<file path="src/rtl/data_register_bank_if.sv">
// rtl/data_register_bank_if.sv - decoder/datapath bundle for the data register bank
interface data_register_bank_if #(
  parameter int DATA_WIDTH  = 16,
  parameter int NUM_DR      = 4,
  parameter int STACK_DEPTH = 4,
  parameter int SEL_W       = $clog2(NUM_DR + 2),
  parameter int CNT_W       = $clog2(STACK_DEPTH + 1)
);
  logic [DATA_WIDTH-1:0] i_data;
  logic                  i_wr_en;
  logic [SEL_W-1:0]      i_wr_sel;
  logic [SEL_W-1:0]      i_rd_sel;
  logic [SEL_W-1:0]      i_op0_sel;
  logic [SEL_W-1:0]      i_op1_sel;
  logic                  i_ar_inc;
  logic                  i_pc_counter_en;
  logic                  i_pc_call;
  logic                  i_pc_ret;
  logic                  i_mem_addr_source;
  logic                  i_err_clr;
  logic [DATA_WIDTH-1:0] o_register_output;
  logic [DATA_WIDTH-1:0] o_operand0;
  logic [DATA_WIDTH-1:0] o_operand1;
  logic [DATA_WIDTH-1:0] o_direct_addr;
  logic [DATA_WIDTH-1:0] o_mem_addr;
  logic [DATA_WIDTH-1:0] o_program_addr;
  logic [CNT_W-1:0]      o_stack_count;
  logic                  o_stack_full;
  logic                  o_stack_empty;
  logic                  o_stack_err;

  // Decoder side: drives selects/enables, observes register values
  modport master (
    output i_data, i_wr_en, i_wr_sel, i_rd_sel, i_op0_sel, i_op1_sel,
    output i_ar_inc, i_pc_counter_en, i_pc_call, i_pc_ret, i_mem_addr_source, i_err_clr,
    input  o_register_output, o_operand0, o_operand1, o_direct_addr, o_mem_addr,
    input  o_program_addr, o_stack_count, o_stack_full, o_stack_empty, o_stack_err
  );

  // Register bank side
  modport slave (
    input  i_data, i_wr_en, i_wr_sel, i_rd_sel, i_op0_sel, i_op1_sel,
    input  i_ar_inc, i_pc_counter_en, i_pc_call, i_pc_ret, i_mem_addr_source, i_err_clr,
    output o_register_output, o_operand0, o_operand1, o_direct_addr, o_mem_addr,
    output o_program_addr, o_stack_count, o_stack_full, o_stack_empty, o_stack_err
  );
endinterface

</file>
<file path="src/rtl/data_register_bank.sv">
// rtl/data_register_bank.sv - AR, data registers, PC and return-address stack
module data_register_bank #(
  parameter int DATA_WIDTH  = 16,
  parameter int NUM_DR      = 4,
  parameter int STACK_DEPTH = 4,
  parameter int SEL_W       = $clog2(NUM_DR + 2),
  parameter int CNT_W       = $clog2(STACK_DEPTH + 1)
) (
  input  logic                  clk,
  input  logic                  rst_n,
  data_register_bank_if.slave   bus
);
  localparam logic [SEL_W-1:0] AR_IDX = '0;
  localparam logic [SEL_W-1:0] PC_IDX = SEL_W'(NUM_DR + 1);
  localparam logic [CNT_W-1:0] FULL_CNT = CNT_W'(STACK_DEPTH);

  logic [DATA_WIDTH-1:0] ar_q, ar_d;
  logic [DATA_WIDTH-1:0] pc_q, pc_d;
  logic [DATA_WIDTH-1:0] dr_q  [NUM_DR];
  logic [DATA_WIDTH-1:0] dr_d  [NUM_DR];
  logic [DATA_WIDTH-1:0] stk_q [STACK_DEPTH];
  logic [DATA_WIDTH-1:0] stk_d [STACK_DEPTH];
  logic [CNT_W-1:0]      cnt_q, cnt_d;
  logic                  err_q, err_d;

  logic [DATA_WIDTH-1:0] view [NUM_DR + 2];
  logic [DATA_WIDTH-1:0] rd_val, op0_val, op1_val;
  logic [DATA_WIDTH-1:0] stk_top;
  logic [DATA_WIDTH-1:0] pc_inc;
  logic                  stk_empty, stk_full;
  logic                  set_err;

  assign stk_empty = (cnt_q == '0);
  assign stk_full  = (cnt_q == FULL_CNT);
  assign pc_inc    = pc_q + 1'b1;

  // Flatten the index map: AR, DR0..DRn-1, PC
  always_comb begin
    view[0] = ar_q;
    for (int i = 0; i < NUM_DR; i++) view[i + 1] = dr_q[i];
    view[NUM_DR + 1] = pc_q;
  end

  // Index-selected read paths; indices past PC read as zero, no write bypass
  always_comb begin
    rd_val  = '0;
    op0_val = '0;
    op1_val = '0;
    for (int i = 0; i < NUM_DR + 2; i++) begin
      if (bus.i_rd_sel  == SEL_W'(i)) rd_val  = view[i];
      if (bus.i_op0_sel == SEL_W'(i)) op0_val = view[i];
      if (bus.i_op1_sel == SEL_W'(i)) op1_val = view[i];
    end
  end

  // Top of stack is the entry just below count; empty stack reads zero
  always_comb begin
    stk_top = '0;
    for (int i = 0; i < STACK_DEPTH; i++)
      if (cnt_q == CNT_W'(i + 1)) stk_top = stk_q[i];
  end

  // AR and DR next state: write beats increment beats hold
  always_comb begin
    ar_d = ar_q;
    if (bus.i_wr_en && bus.i_wr_sel == AR_IDX) ar_d = bus.i_data;
    else if (bus.i_ar_inc)                     ar_d = ar_q + 1'b1;
    for (int i = 0; i < NUM_DR; i++) begin
      dr_d[i] = dr_q[i];
      if (bus.i_wr_en && bus.i_wr_sel == SEL_W'(i + 1)) dr_d[i] = bus.i_data;
    end
  end

  // PC and stack next state in strict priority; faults set the sticky error
  always_comb begin
    pc_d    = pc_q;
    cnt_d   = cnt_q;
    stk_d   = stk_q;
    set_err = 1'b0;
    if (bus.i_pc_call && bus.i_pc_ret) begin
      set_err = 1'b1;
    end else if (bus.i_pc_ret) begin
      if (!stk_empty) begin
        pc_d  = stk_top;
        cnt_d = cnt_q - 1'b1;
      end else begin
        set_err = 1'b1;
      end
    end else if (bus.i_pc_call) begin
      // The jump happens even when the push has to be dropped
      pc_d = bus.i_data;
      if (!stk_full) begin
        for (int i = 0; i < STACK_DEPTH; i++)
          if (cnt_q == CNT_W'(i)) stk_d[i] = pc_inc;
        cnt_d = cnt_q + 1'b1;
      end else begin
        set_err = 1'b1;
      end
    end else if (bus.i_wr_en && bus.i_wr_sel == PC_IDX) begin
      pc_d = bus.i_data;
    end else if (bus.i_pc_counter_en) begin
      pc_d = pc_inc;
    end
    err_d = set_err ? 1'b1 : (bus.i_err_clr ? 1'b0 : err_q);
  end

  // State registers with asynchronous clear
  always_ff @(posedge clk or negedge rst_n) begin
    if (!rst_n) begin
      ar_q  <= '0;
      pc_q  <= '0;
      cnt_q <= '0;
      err_q <= 1'b0;
      for (int i = 0; i < NUM_DR; i++)      dr_q[i]  <= '0;
      for (int i = 0; i < STACK_DEPTH; i++) stk_q[i] <= '0;
    end else begin
      ar_q  <= ar_d;
      pc_q  <= pc_d;
      cnt_q <= cnt_d;
      err_q <= err_d;
      for (int i = 0; i < NUM_DR; i++)      dr_q[i]  <= dr_d[i];
      for (int i = 0; i < STACK_DEPTH; i++) stk_q[i] <= stk_d[i];
    end
  end

  assign bus.o_register_output = rd_val;
  assign bus.o_operand0        = op0_val;
  assign bus.o_operand1        = op1_val;
  assign bus.o_direct_addr     = ar_q;
  assign bus.o_mem_addr        = bus.i_mem_addr_source ? pc_q : ar_q;
  assign bus.o_program_addr    = pc_q;
  assign bus.o_stack_count     = cnt_q;
  assign bus.o_stack_full      = stk_full;
  assign bus.o_stack_empty     = stk_empty;
  assign bus.o_stack_err       = err_q;
endmodule

</file>
<file path="src/flat_wrapper.sv">
// flat-port wrapper written by rule: the top's interface ports become plain ports
module data_register_bank_flat 
#(
  parameter int DATA_WIDTH  = 16,
  parameter int NUM_DR      = 4,
  parameter int STACK_DEPTH = 4,
  parameter int SEL_W       = $clog2(NUM_DR + 2),
  parameter int CNT_W       = $clog2(STACK_DEPTH + 1)
)
  (clk, rst_n, bus_i_data, bus_i_wr_en, bus_i_wr_sel, bus_i_rd_sel, bus_i_op0_sel, bus_i_op1_sel, bus_i_ar_inc, bus_i_pc_counter_en, bus_i_pc_call, bus_i_pc_ret, bus_i_mem_addr_source, bus_i_err_clr, bus_o_register_output, bus_o_operand0, bus_o_operand1, bus_o_direct_addr, bus_o_mem_addr, bus_o_program_addr, bus_o_stack_count, bus_o_stack_full, bus_o_stack_empty, bus_o_stack_err);
  data_register_bank_if #(.DATA_WIDTH(DATA_WIDTH), .NUM_DR(NUM_DR), .STACK_DEPTH(STACK_DEPTH), .SEL_W(SEL_W), .CNT_W(CNT_W)) bus_i ();
  input  logic clk;
  input  logic rst_n;
  input wire logic [$bits(bus_i.i_data)-1:0] bus_i_data;
  input wire logic [$bits(bus_i.i_wr_en)-1:0] bus_i_wr_en;
  input wire logic [$bits(bus_i.i_wr_sel)-1:0] bus_i_wr_sel;
  input wire logic [$bits(bus_i.i_rd_sel)-1:0] bus_i_rd_sel;
  input wire logic [$bits(bus_i.i_op0_sel)-1:0] bus_i_op0_sel;
  input wire logic [$bits(bus_i.i_op1_sel)-1:0] bus_i_op1_sel;
  input wire logic [$bits(bus_i.i_ar_inc)-1:0] bus_i_ar_inc;
  input wire logic [$bits(bus_i.i_pc_counter_en)-1:0] bus_i_pc_counter_en;
  input wire logic [$bits(bus_i.i_pc_call)-1:0] bus_i_pc_call;
  input wire logic [$bits(bus_i.i_pc_ret)-1:0] bus_i_pc_ret;
  input wire logic [$bits(bus_i.i_mem_addr_source)-1:0] bus_i_mem_addr_source;
  input wire logic [$bits(bus_i.i_err_clr)-1:0] bus_i_err_clr;
  output wire logic [$bits(bus_i.o_register_output)-1:0] bus_o_register_output;
  output wire logic [$bits(bus_i.o_operand0)-1:0] bus_o_operand0;
  output wire logic [$bits(bus_i.o_operand1)-1:0] bus_o_operand1;
  output wire logic [$bits(bus_i.o_direct_addr)-1:0] bus_o_direct_addr;
  output wire logic [$bits(bus_i.o_mem_addr)-1:0] bus_o_mem_addr;
  output wire logic [$bits(bus_i.o_program_addr)-1:0] bus_o_program_addr;
  output wire logic [$bits(bus_i.o_stack_count)-1:0] bus_o_stack_count;
  output wire logic [$bits(bus_i.o_stack_full)-1:0] bus_o_stack_full;
  output wire logic [$bits(bus_i.o_stack_empty)-1:0] bus_o_stack_empty;
  output wire logic [$bits(bus_i.o_stack_err)-1:0] bus_o_stack_err;
  assign bus_i.i_data = bus_i_data;
  assign bus_i.i_wr_en = bus_i_wr_en;
  assign bus_i.i_wr_sel = bus_i_wr_sel;
  assign bus_i.i_rd_sel = bus_i_rd_sel;
  assign bus_i.i_op0_sel = bus_i_op0_sel;
  assign bus_i.i_op1_sel = bus_i_op1_sel;
  assign bus_i.i_ar_inc = bus_i_ar_inc;
  assign bus_i.i_pc_counter_en = bus_i_pc_counter_en;
  assign bus_i.i_pc_call = bus_i_pc_call;
  assign bus_i.i_pc_ret = bus_i_pc_ret;
  assign bus_i.i_mem_addr_source = bus_i_mem_addr_source;
  assign bus_i.i_err_clr = bus_i_err_clr;
  assign bus_o_register_output = bus_i.o_register_output;
  assign bus_o_operand0 = bus_i.o_operand0;
  assign bus_o_operand1 = bus_i.o_operand1;
  assign bus_o_direct_addr = bus_i.o_direct_addr;
  assign bus_o_mem_addr = bus_i.o_mem_addr;
  assign bus_o_program_addr = bus_i.o_program_addr;
  assign bus_o_stack_count = bus_i.o_stack_count;
  assign bus_o_stack_full = bus_i.o_stack_full;
  assign bus_o_stack_empty = bus_i.o_stack_empty;
  assign bus_o_stack_err = bus_i.o_stack_err;
  data_register_bank #(.DATA_WIDTH(DATA_WIDTH), .NUM_DR(NUM_DR), .STACK_DEPTH(STACK_DEPTH), .SEL_W(SEL_W), .CNT_W(CNT_W)) u_core (.clk(clk), .rst_n(rst_n), .bus(bus_i));
endmodule
</file>
<file path="config.mk">
export PLATFORM = sky130hd
export DESIGN_NAME = data_register_bank_flat
export DESIGN_NICKNAME = d
export VERILOG_FILES = /design/src/rtl/data_register_bank_if.sv /design/src/rtl/data_register_bank.sv /design/src/flat_wrapper.sv
export SDC_FILE = /design/constraint.sdc
export NUM_CORES = 1
export LEC_CHECK = 0
export CORE_UTILIZATION = 45
export DETAILED_ROUTE_END_ITERATION = 7
export DONT_BUFFER_PORTS = 1
export GPL_ROUTABILITY_DRIVEN = 0
export PLACE_DENSITY_LB_ADDON = 0.08
export SLEW_MARGIN = 5
export SYNTH_ARGS = -nofsm -noshare
export SYNTH_HDL_FRONTEND = slang
export SYNTH_SLANG_ARGS = --single-unit
</file>
<file path="constraint.sdc">
create_clock -name clk -period 2.5 [get_ports clk]
set_clock_uncertainty 0.1 [all_clocks]
set_input_delay 0.125 -clock clk [delete_from_list [all_inputs] [get_ports clk]]
set_output_delay 0.125 -clock clk [all_outputs]
set_load 0.05 [all_outputs]
</file>
==> summary.txt, run 1 <==
Timing
  • Max Freq: 437 MHz
  • Hold Vio Cnt, Final: 164
  • Fin Hold WS: -728 ps
  • Unrepaired setup endpoints after global routing: false
  • Normalized max-slew margin: 38.6%
  • Final period utilization: 91.6%
  • Slew Viols, Final: 0
  • Worst slew pin tran: 922 ps
  • Setup Viol. Count Final: 0
  • Total Neg Setup Slack: 0 ps
  • Fin crit period: 2290 ps

Route
  • Drt pass-1 iters: 5
  • Via/cell ratio: 6.13
  • Initial DRC count: 580
  • DRC viols: 0
  • Routed Antenna Nets: 0
  • Routed WL: 32800 um
  • Wire per inst: 23.6 um
  • Via Count: 8511

Worst setup path
  • Crit path launch: u_core.bus.o_stack_count[0]$_DFFE_PN0P_
  • Critical Path RT: 2750 ps
  • Critical path type: register to register
  • Slowest-stage cell, CP: dfrtp_2
  • Max incr delay on CP: 440 ps
  • RR Startpoint: u_core.bus.o_stack_count[0]$_DFFE_PN0P_
  • Worst EP arrival: 2540 ps
  • Most common cell on crit path: ha_1
  • Critical path startpoint category: register
  • Crit-path cells: ha_1 -> ha_1 -> nor4b_4 -> buf_12 -> nand2_1 -> a221oi_1 -> a21oi_1 -> o211ai_1
  • Critical path fanouts, max: 15
  • Nature of the critical path endpoint: register

Yosys
  • Asr flop ratio synth: 100%
  • Most frequent cells after synthesis: dfrtp_1, nor2_1, a21oi_1
  • Mapped Area: 0.0100 mm2
  • Syn_area_per_cell: 9.80 um2
  • Top post-synthesis cells by area: dfrtp_1, mux2_2, mux2i_1, a21oi_1, mux4_2
  • Yosys warns: 0
  • Distinct cells, synth: 60
  • Post-synth EDFFs: 0
  • Post-synthesis cell count: 1023
  • Post-synth top area share: 40.9%
  • Main flop type after synthesis: dfrtp_1
  • Sequential element share of the synthesized area: 40.9%
  • Syn nets: 1068
  • Post-synth top area cell: dfrtp_1
  • #FFs+latches synth: 164
  • Most frequent cell after synthesis: dfrtp_1

CTS
  • Deepest clock path buffer count: 2
  • Clock slew at reported path FFs: 80 ps
  • Total CTS buffers: 17
  • CTS Root Cell: clkbuf_16
  • Hold_buf cts: 27
  • Post-CTS Setup Bufs: 0
  • Skew-Pair Late Insertion Delay: 440 ps
  • Clock sinks: 164
  • CTS tree: built
  • H-tree depth: 4
  • PostCTS Resize Cnt: 0

Global route
  • First-pass GRT wire length: 50200 um
  • Initial antenna violation count: 0
  • GR Overflow Total: 0
  • Vias in the first global route: 8402
  • Largest net degree at the start of global routing: 165
  • Gr usage total: 29.5%

Die
  • Die width: 151 um
  • Die height: 151 um
  • Full die area: 0.0229 mm2
  • Rows: 54
  • Core Region: 0.0218 mm2
  • Initial cell density of the core: 45.9%
  • Ports: 139

Outcome
  • Failing checks: negative hold slack
  • Outcome: finished with violations

Job
  • Maxcap violations: 0

Pwr
  • Power per cell area: 1190 mW/mm2
  • Maximum VDD drop: 0.432 mV
  • Static leakage: 0.00501 uW
  • Power, Total: 14100 uW

Cells and area
  • Filler instances: 1979
  • Ant diodes: 0
  • Fraction of layout cells with a size suffix above 1: 24.5%
  • Layout Nets: 1140
  • Layout area overhead: 17.9%

Placed design
  • Post-DP HPWL: 21700 um
  • IO buf count: 0

Worst hold path
  • Hold WC Path Type: input pin to asynchronous set/reset pin
## cell families (layout without fill, tap and decap cells)
| family | after synthesis | after routing | synth area share, % |
|---|---|---|---|
| buffers and inverters | 123 | 208 | 5.29 |
| xor gates and xnor gates | 27 | 27 | 2.36 |
| and+or+nand+nor | 261 | 261 | 12.1 |
| adders and majority gates | 8 | 8 | 0.999 |
| DFF | 164 | 164 | 40.9 |
| AOI/OAI and AO/OA | 255 | 255 | 16.4 |
| muxes | 185 | 185 | 21.9 |
## critical path, delay by kind of cell (launching register included)
kind                     cells  cell delay, ps
AO/OA/AOI/OAI                3             550
flip-flops                   1             440
adder cells (fa/ha/maj)      2             520
AND/OR/NAND/NOR              2             400
buffers and inverters        1             190
## cells in the final DEF, fill, tap and decap left out, types with 6 or more instances in the layout
cell           netlist  layout
inv_1               28      28
xnor2_1             14      14
o221ai_1            29      29
nand2_1             81      81
a221oi_1            14      14
o21ai_0             40      39
and2_1               6       6
dfrtp_1            164     161
a21oi_1             98      98
mux4_2              19      19
and3_1               7       7
mux2_2              84      84
mux2i_1             82      82
dlygate4sd3_1        0      27
a31oi_1             13      13
buf_4                4     115
o22ai_1             19      19
nand3_1             10      10
o22a_1               6       6
clkbuf_16            0      17
nand4_1              8       8
xor2_1              13      13
ha_1                 8       8
nor2_1             109     109
a221o_1              7       7
## layer usage
metal / vias up / wire length, um / GRT usage, %
met5: - / 0 / 0
met4: 0 / 724 / 9.95
met3: 57 / 1950 / 5.00
met1: 4286 / 14300 / 39.9
met2: 301 / 15800 / 47.8
li1: 3867 / - / -
## power breakdown
group	total, uW	internal (uW)	leakage (uW)	switching (uW)
combinational	6760	2460	0.00277	4300
sequential	4550	3640	0.00195	905
clock	2780	1520	0.000292	1250
total	14100	7630	0.00501	6460
## per-stage QoR
stage / instances / hold WS [ps] / util, % / setup WS [ps] / cell area (um2)
finish: 1388 / -728 / 54.1 / 210 / 11800
global route: 1388 / -749 / 54.1 / 41.7 / 11800
CTS: 1388 / -736 / 54.1 / 178 / 11800
detailed placement: 1329 / -265 / 50.1 / 209 / 10900
global placement: 1329 / -266 / 50.1 / 256 / 10900
floorplan: 1023 / -271 / - / 55.3 / 10000
## cell type report
class	instances	area, um2	area share (%)
clock buffers	17	425	3.60
multi-input cells	736	5420	45.8
inverters	30	113	0.953
repair buffers	146	1210	10.3
flip-flops and latches	164	4110	34.8
well taps	280	350	2.97
clock inverters	15	188	1.59
## flip-flops by register name, summed over array words and instances (netlist names)
name and cells:
u_core.bus.o_direct_addr 16, u_core.bus.o_program_addr 16, u_core.bus.o_stack_count 3, u_core.bus.o_stack_err 1, u_core.dr_q 64, u_core.stk_q 64
## final timing paths
check,cells after the start,slack (ps),endpoint
setup / recovery,8,210,u_core.bus.o_program_addr[15]$_DFFE_PN0P_
hold reg to reg,1,420,u_core.stk_q[33]$_DFFE_PN0P_
max in group asynchronous,0,2690,u_core.dr_q[49]$_DFFE_PN0P_
setup reg to reg,8,210,u_core.bus.o_program_addr[15]$_DFFE_PN0P_
min in group clk,3,20,u_core.bus.o_program_addr[12]$_DFFE_PN0P_
hold / removal,0,-730,u_core.dr_q[4]$_DFFE_PN0P_
Power figures use the tool's default switching activity.
==> run 2, diff against run 1 <==
--- a/config.mk
+++ b/config.mk
@@ -5,10 +5,12 @@
 export SDC_FILE = /design/constraint.sdc
 export NUM_CORES = 1
 export LEC_CHECK = 0
+export BUFFER_PORTS_ARGS = -buffer_cell sky130_fd_sc_hd__clkbuf_2
+export CAP_MARGIN = 20
 export CORE_UTILIZATION = 45
 export DETAILED_ROUTE_END_ITERATION = 7
-export DONT_BUFFER_PORTS = 1
 export GPL_ROUTABILITY_DRIVEN = 0
+export GPL_TIMING_DRIVEN = 0
 export PLACE_DENSITY_LB_ADDON = 0.08
 export SLEW_MARGIN = 5
 export SYNTH_ARGS = -nofsm -noshare
==> run 2 against run 1 <==
Against the previous run:
- the flow now finishes without violations
- via count up 5.2%
- clock power down 4%
- global-route usage up 0.89 points
- total power up 0.41%
- sequential power about the same
- die area unchanged
- wire length up 3.0%
- cell area up 1.5%
- worst hold slack better by 750 ps
- sequential cell count unchanged
- combinational power up 2%
- cell count up 7.1%
- critical endpoint is now bus_o_operand0[15]
==> summary.txt, run 2 (synthesis gave the netlist of run 1 again) <==
Pwr
  • Sequential power share: 32.4%
  • Sw Ratio: 47.7%
  • Maximum VDD drop: 0.815 mV
  • NetSw: 6740 uW
  • Static leakage: 0.00523 uW
  • Pint: 7400 uW
  • Combinational fraction of design power: 48.7%
  • Power per cell area: 1180 mW/mm2
  • Clk pwr share: 19.0%

Cells and area
  • Layout area overhead: 19.6%
  • Ant diodes: 0
  • Filler instances: 1989
  • Biggest regs: u_core.dr_q (64), u_core.stk_q (64)
  • Layout Nets: 1239
  • Most frequent cells in the layout: dfrtp_1, clkbuf_2, nor2_1
  • Final std cells w/o fill: 1487
  • Final Cell Area: 0.0120 mm2
  • Most common cell after layout, fill and taps aside: dfrtp_1
  • Fraction of layout cells with a size suffix above 1: 28.7%
  • Fin util: 54.9%

Die
  • Die width: 151 um
  • Initial cell density of the core: 45.9%
  • Ports: 139
  • Die height: 151 um
  • Core Region: 0.0218 mm2
  • Full die area: 0.0229 mm2
  • Rows: 54

Placed design
  • Dpl cells: 1434
  • Post-DP HPWL: 24200 um
  • IO buf count: 130
  • Place WS: -348 ps
  • Placed Area: 0.0111 mm2

Global route
  • Largest net degree at the start of global routing: 101
  • GRT met1 Usage: 38.9%
  • Vias in the first global route: 8775
  • GR Layer Usage met3: 4.22%
  • GRT Max-Usage Layer: met2
  • Gr usage total: 30.4%
  • GR Overflow Total: 0
  • First-pass GRT wire length: 51200 um
  • Initial antenna violation count: 0
  • Met2 usage: 51.0%

CTS
  • Total CTS buffers: 17
  • Deepest clock path buffer count: 2
  • CTS tree: built
  • Skew-Pair Late Insertion Delay: 450 ps
  • Clock slew at reported path FFs: 70 ps
  • H-tree depth: 4
  • CTS Root Cell: clkbuf_16
  • Clock sinks: 164

Timing
  • Hold Vio Cnt, Final: 0
  • Worst setup margin: 61.9 ps
  • Total Neg Setup Slack: 0 ps
  • Setup Viol. Count Final: 0
  • Final period utilization: 97.5%
  • Unrepaired setup endpoints after global routing: false
  • Max Freq: 410 MHz
  • Slew Viols, Final: 0
  • Normalized max-slew margin: 43.5%
  • Fin crit period: 2440 ps
  • Worst slew pin tran: 846 ps

Worst setup path
  • Nature of the critical path endpoint: output port
  • Critical Path RT: 2280 ps
  • Critical path startpoint category: input pin
  • Crit path launch: bus_i_op0_sel[2]
  • Critical path type: input pin to output port
  • Worst EP arrival: 2210 ps
  • Critical path fanouts, max: 10
  • RR Startpoint: u_core.bus.o_stack_count[2]$_DFFE_PN0P_

Route
  • Initial DRC count: 680
  • Wire per inst: 22.7 um
  • Drt pass-1 iters: 5
  • Via Count: 8956
  • Routed WL: 33700 um
  • Via/cell ratio: 6.02
  • Routed Antenna Nets: 0
  • DRC viols: 0

Job
  • Maxcap violations: 0

Outcome
  • Outcome: finished, final reports clean

Worst hold path
  • Hold_sp: bus_i_ar_inc
  • Hold WC Path Type: input pin to register
-- run 2: changes by cell type in the layout (fill, tap and decap cells not counted), moves of 6 or more --
cell / delta
clkbuf_1: +36
buf_1: +6
buf_4: -108
clkbuf_2: +135
buf_2: +33
a221oi_2: +7
a221oi_1: -7
dlygate4sd3_1: -7
-- run 2: worst paths after layout --
check                                                           endpoint  slack (ps)  cells past startpoint
worst max-delay path                                  bus_o_operand0[15]          60                      6
worst min-delay path             u_core.bus.o_direct_addr[2]$_DFFE_PN0P_          20                      4
worst max register to register  u_core.bus.o_program_addr[9]$_DFFE_PN0P_         100                     11
worst min register to register              u_core.stk_q[33]$_DFFE_PN0P_         410                      1
max in group asynchronous                   u_core.stk_q[15]$_DFFE_PN0P_        1240                      3
min in group asynchronous        u_core.bus.o_direct_addr[1]$_DFFE_PN0P_         140                      2
-- run 2: final cells by class --
cell class | instances | area [um2] | area share, %
sequential | 164 | 4110 | 34.3
inverter | 30 | 115 | 0.960
timing repair buffer | 153 | 905 | 7.55
clock buffer | 20 | 467 | 3.89
buffer | 92 | 452 | 3.77
tap | 280 | 350 | 2.92
multi-input combinational | 736 | 5470 | 45.7
clock inverter | 12 | 118 | 0.981
-- run 2: power groups by stage --
| stage | Combinational, uW | Clock [uW] | Sequential (uW) |
|---|---|---|---|
| global placement | 6580 | 0 | 4560 |
| detailed placement | 6620 | 0 | 4580 |
| finish | 6890 | 2680 | 4580 |
| global route | 7430 | 2800 | 4710 |
| floorplan | 4260 | 0 | 5110 |
| CTS | 6800 | 2700 | 4550 |
-- run 2: critical path: stages --
cell      delay, ps
clkbuf_1        270
nand2b_1        150
buf_1           450
clkbuf_1        610
o221ai_1        300
clkbuf_2        310
-- run 2: repair_timing --
action / in CTS / in global routing
setup endpoints to repair: 29 / 37
endpoints found under the hold margin: 143 / 0
hold buffers: 20 / 0
setup buffers: 2 / 0
gates resized for setup: 18 / 20
pin swaps: 2 / 1
-- run 2: per-stage QoR --
step                      total power, uW  hold WS, ps
after floorplan                      9370         -271
after global placement              11100          346
after detailed placement            11200         70.4
after CTS                           14100         18.3
after global routing                14900         56.9
final                               14100         22.6
-- run 2: metal layers --
| metal | wire length (um) | vias up |
|---|---|---|
| met1 | 14100 | 4406 |
| met2 | 16500 | 393 |
| li1 | - | 4080 |
| met3 | 2150 | 77 |
| met5 | 0 | - |
| met4 | 1000 | 0 |
==> run 3, diff against run 2 <==
--- a/config.mk
+++ b/config.mk
@@ -7,11 +7,14 @@
 export LEC_CHECK = 0
 export BUFFER_PORTS_ARGS = -buffer_cell sky130_fd_sc_hd__clkbuf_2
 export CAP_MARGIN = 20
-export CORE_UTILIZATION = 45
+export CELL_PAD_IN_SITES_DETAIL_PLACEMENT = 1
+export CELL_PAD_IN_SITES_GLOBAL_PLACEMENT = 1
+export CORE_UTILIZATION = 41
 export DETAILED_ROUTE_END_ITERATION = 7
 export GPL_ROUTABILITY_DRIVEN = 0
 export GPL_TIMING_DRIVEN = 0
-export PLACE_DENSITY_LB_ADDON = 0.08
+export PLACE_DENSITY_LB_ADDON = 0.1
+export SETUP_SLACK_MARGIN = 0.05
 export SLEW_MARGIN = 5
 export SYNTH_ARGS = -nofsm -noshare
 export SYNTH_HDL_FRONTEND = slang
==> run 3 against run 2 <==
Against the previous run:
- wire length up 10%
- sequential power up 0.9%
- clock power down 5%
- register-to-register slack better by 20 ps
- critical path depth up 1
- total power up 0.63%
- worst setup slack better by 18 ps
- combinational power up 2%
- global-route usage about the same
- sequential cell count unchanged
- worst hold slack better by 13 ps
- die area up 9.6%
==> summary.txt, run 3 (synthesis gave the netlist of run 1 again) <==
Timing
  • Max Freq: 413 MHz
  • Normalized max-slew margin: 36.3%
  • Fin Hold WS: 35.7 ps
  • Setup Viol. Count Final: 0
  • Worst setup margin: 79.9 ps
  • Final period utilization: 96.8%
  • Hold Vio Cnt, Final: 0
  • Unrepaired setup endpoints after global routing: true
  • Fin crit period: 2420 ps
  • Total Neg Setup Slack: 0 ps
  • Slew Viols, Final: 0
  • Worst slew pin tran: 955 ps

Cells and area
  • Fin util: 50.7%
  • Filler instances: 2705
  • Layout area overhead: 20.3%
  • Most frequent cells in the layout: dfrtp_1, clkbuf_2, nor2_1
  • Fraction of layout cells with a size suffix above 1: 28.7%
  • Ant diodes: 0
  • Biggest regs: u_core.dr_q (64), u_core.stk_q (64)
  • Most common cell after layout, fill and taps aside: dfrtp_1
  • Layout Nets: 1240

Pwr
  • Static leakage: 0.00523 uW
  • Maximum VDD drop: 0.556 mV
  • Power per cell area: 1180 mW/mm2

Worst setup path
  • RR Startpoint: u_core.bus.o_stack_count[0]$_DFFE_PN0P_
  • Critical path fanouts, max: 10
  • Critical path type: input pin to output port
  • Critical Path RT: 2280 ps
  • Worst EP arrival: 2200 ps
  • Critical path startpoint category: input pin
  • Crit path launch: bus_i_rd_sel[0]
  • Nature of the critical path endpoint: output port

Route
  • Routed Antenna Nets: 0
  • Wire per inst: 24.3 um
  • Initial DRC count: 712
  • Drt pass-1 iters: 5
  • Via/cell ratio: 5.94
  • Routed WL: 37100 um
  • Via Count: 9078
  • DRC viols: 0

CTS
  • Total CTS buffers: 17
  • Skew-Pair Late Insertion Delay: 440 ps
  • Clock slew at reported path FFs: 70 ps
  • Deepest clock path buffer count: 2
  • H-tree depth: 4
  • CTS tree: built
  • CTS Root Cell: clkbuf_16
  • Clock sinks: 164

Die
  • Full die area: 0.0251 mm2
  • Die width: 158 um
  • Initial cell density of the core: 42.2%
  • Die height: 158 um
  • Ports: 139
  • Rows: 56
  • Core Region: 0.0238 mm2

Global route
  • Gr usage total: 30.4%
  • Initial antenna violation count: 0
  • GR Overflow Total: 0
  • Largest net degree at the start of global routing: 97
  • First-pass GRT wire length: 55800 um
  • Vias in the first global route: 9253

Placed design
  • Post-DP HPWL: 26700 um
  • Place WS: -402 ps
  • IO buf count: 130

Job
  • Maxcap violations: 0

Worst hold path
  • Hold WC Path Type: input pin to register
  • Hold_sp: bus_i_pc_call

Outcome
  • Outcome: finished, final reports clean
## run 3: changes by cell type in the layout (fill, tap and decap cells not counted), sizes merged
| cell | previous run | this run |
|---|---|---|
| clkinvlp | 4 | 2 |
| clkinv | 4 | 8 |
| bufinv | 1 | 0 |
| clkbuf | 194 | 196 |
| buf | 51 | 49 |
## run 3: path summary, 6_finish.rpt
kind / endpoint / slack [ps] / cells after the start
max reg2reg: u_core.bus.o_program_addr[6]$_DFFE_PN0P_ / 120 / 9
min: u_core.bus.o_stack_err$_DFFE_PN0P_ / 40 / 3
max: bus_o_register_output[7] / 80 / 7
max in group asynchronous: u_core.bus.o_stack_count[0]$_DFFE_PN0P_ / 1230 / 3
min in group asynchronous: u_core.bus.o_direct_addr[0]$_DFFE_PN0P_ / 150 / 2
min reg2reg: u_core.stk_q[49]$_DFFE_PN0P_ / 410 / 1
## run 3: power by group
group          internal (uW)  leakage (uW)  switching [uW]  total [uW]
sequential              3640       0.00195             979        4620
clock                   1310      0.000266            1230        2550
combinational           2330       0.00302            4730        7060
## run 3: critical path: stages
cell      delay, ps
clkbuf_1        300
and2_1          180
clkbuf_1        380
clkbuf_2        390
a21oi_1         120
o221ai_1        340
clkbuf_2        350
## run 3: area by class of cell
| cell class | count | area [um2] | area share (%) |
|---|---|---|---|
| multi-input cells | 736 | 5500 | 45.6 |
| plain buffers | 92 | 469 | 3.89 |
| flip-flops and latches | 164 | 4110 | 34.1 |
| well taps | 319 | 399 | 3.31 |
| repair buffers | 154 | 913 | 7.58 |
| clock buffers | 19 | 443 | 3.68 |
| clock inverters | 13 | 98.8 | 0.820 |
| inverters | 30 | 120 | 0.997 |
## run 3: per-stage QoR
| step | std cells | instance area [um2] | total power [uW] |
|---|---|---|---|
| 2_1_floorplan | 1023 | 10000 | 9370 |
| 3_3_place_gp | 1472 | 11100 | 11200 |
| 3_5_place_dp | 1473 | 11100 | 11300 |
| 4_1_cts | 1527 | 12000 | 14100 |
| 5_1_grt | 1527 | 12100 | 15000 |
| 6_report | 1527 | 12100 | 14200 |
## run 3: per-layer routing
metal  GRT usage, %  part of all wire [%]  up-vias  wire length (um)
met5              0                     0        -                 0
met4           12.6                   3.2        0              1170
met3           4.30                   4.6       72              1720
met2           51.8                    49      298             18400
met1           38.6                    43     4628             15900
li1               -                     -     4080                 -
## run 3: what timing repair did
action	CTS	global route
gates resized for setup	27	15
hold buffers	20	0
endpoints found under the hold margin	147	0
setup endpoints to repair	51	38
setup buffers	2	1
pin swaps	3	3
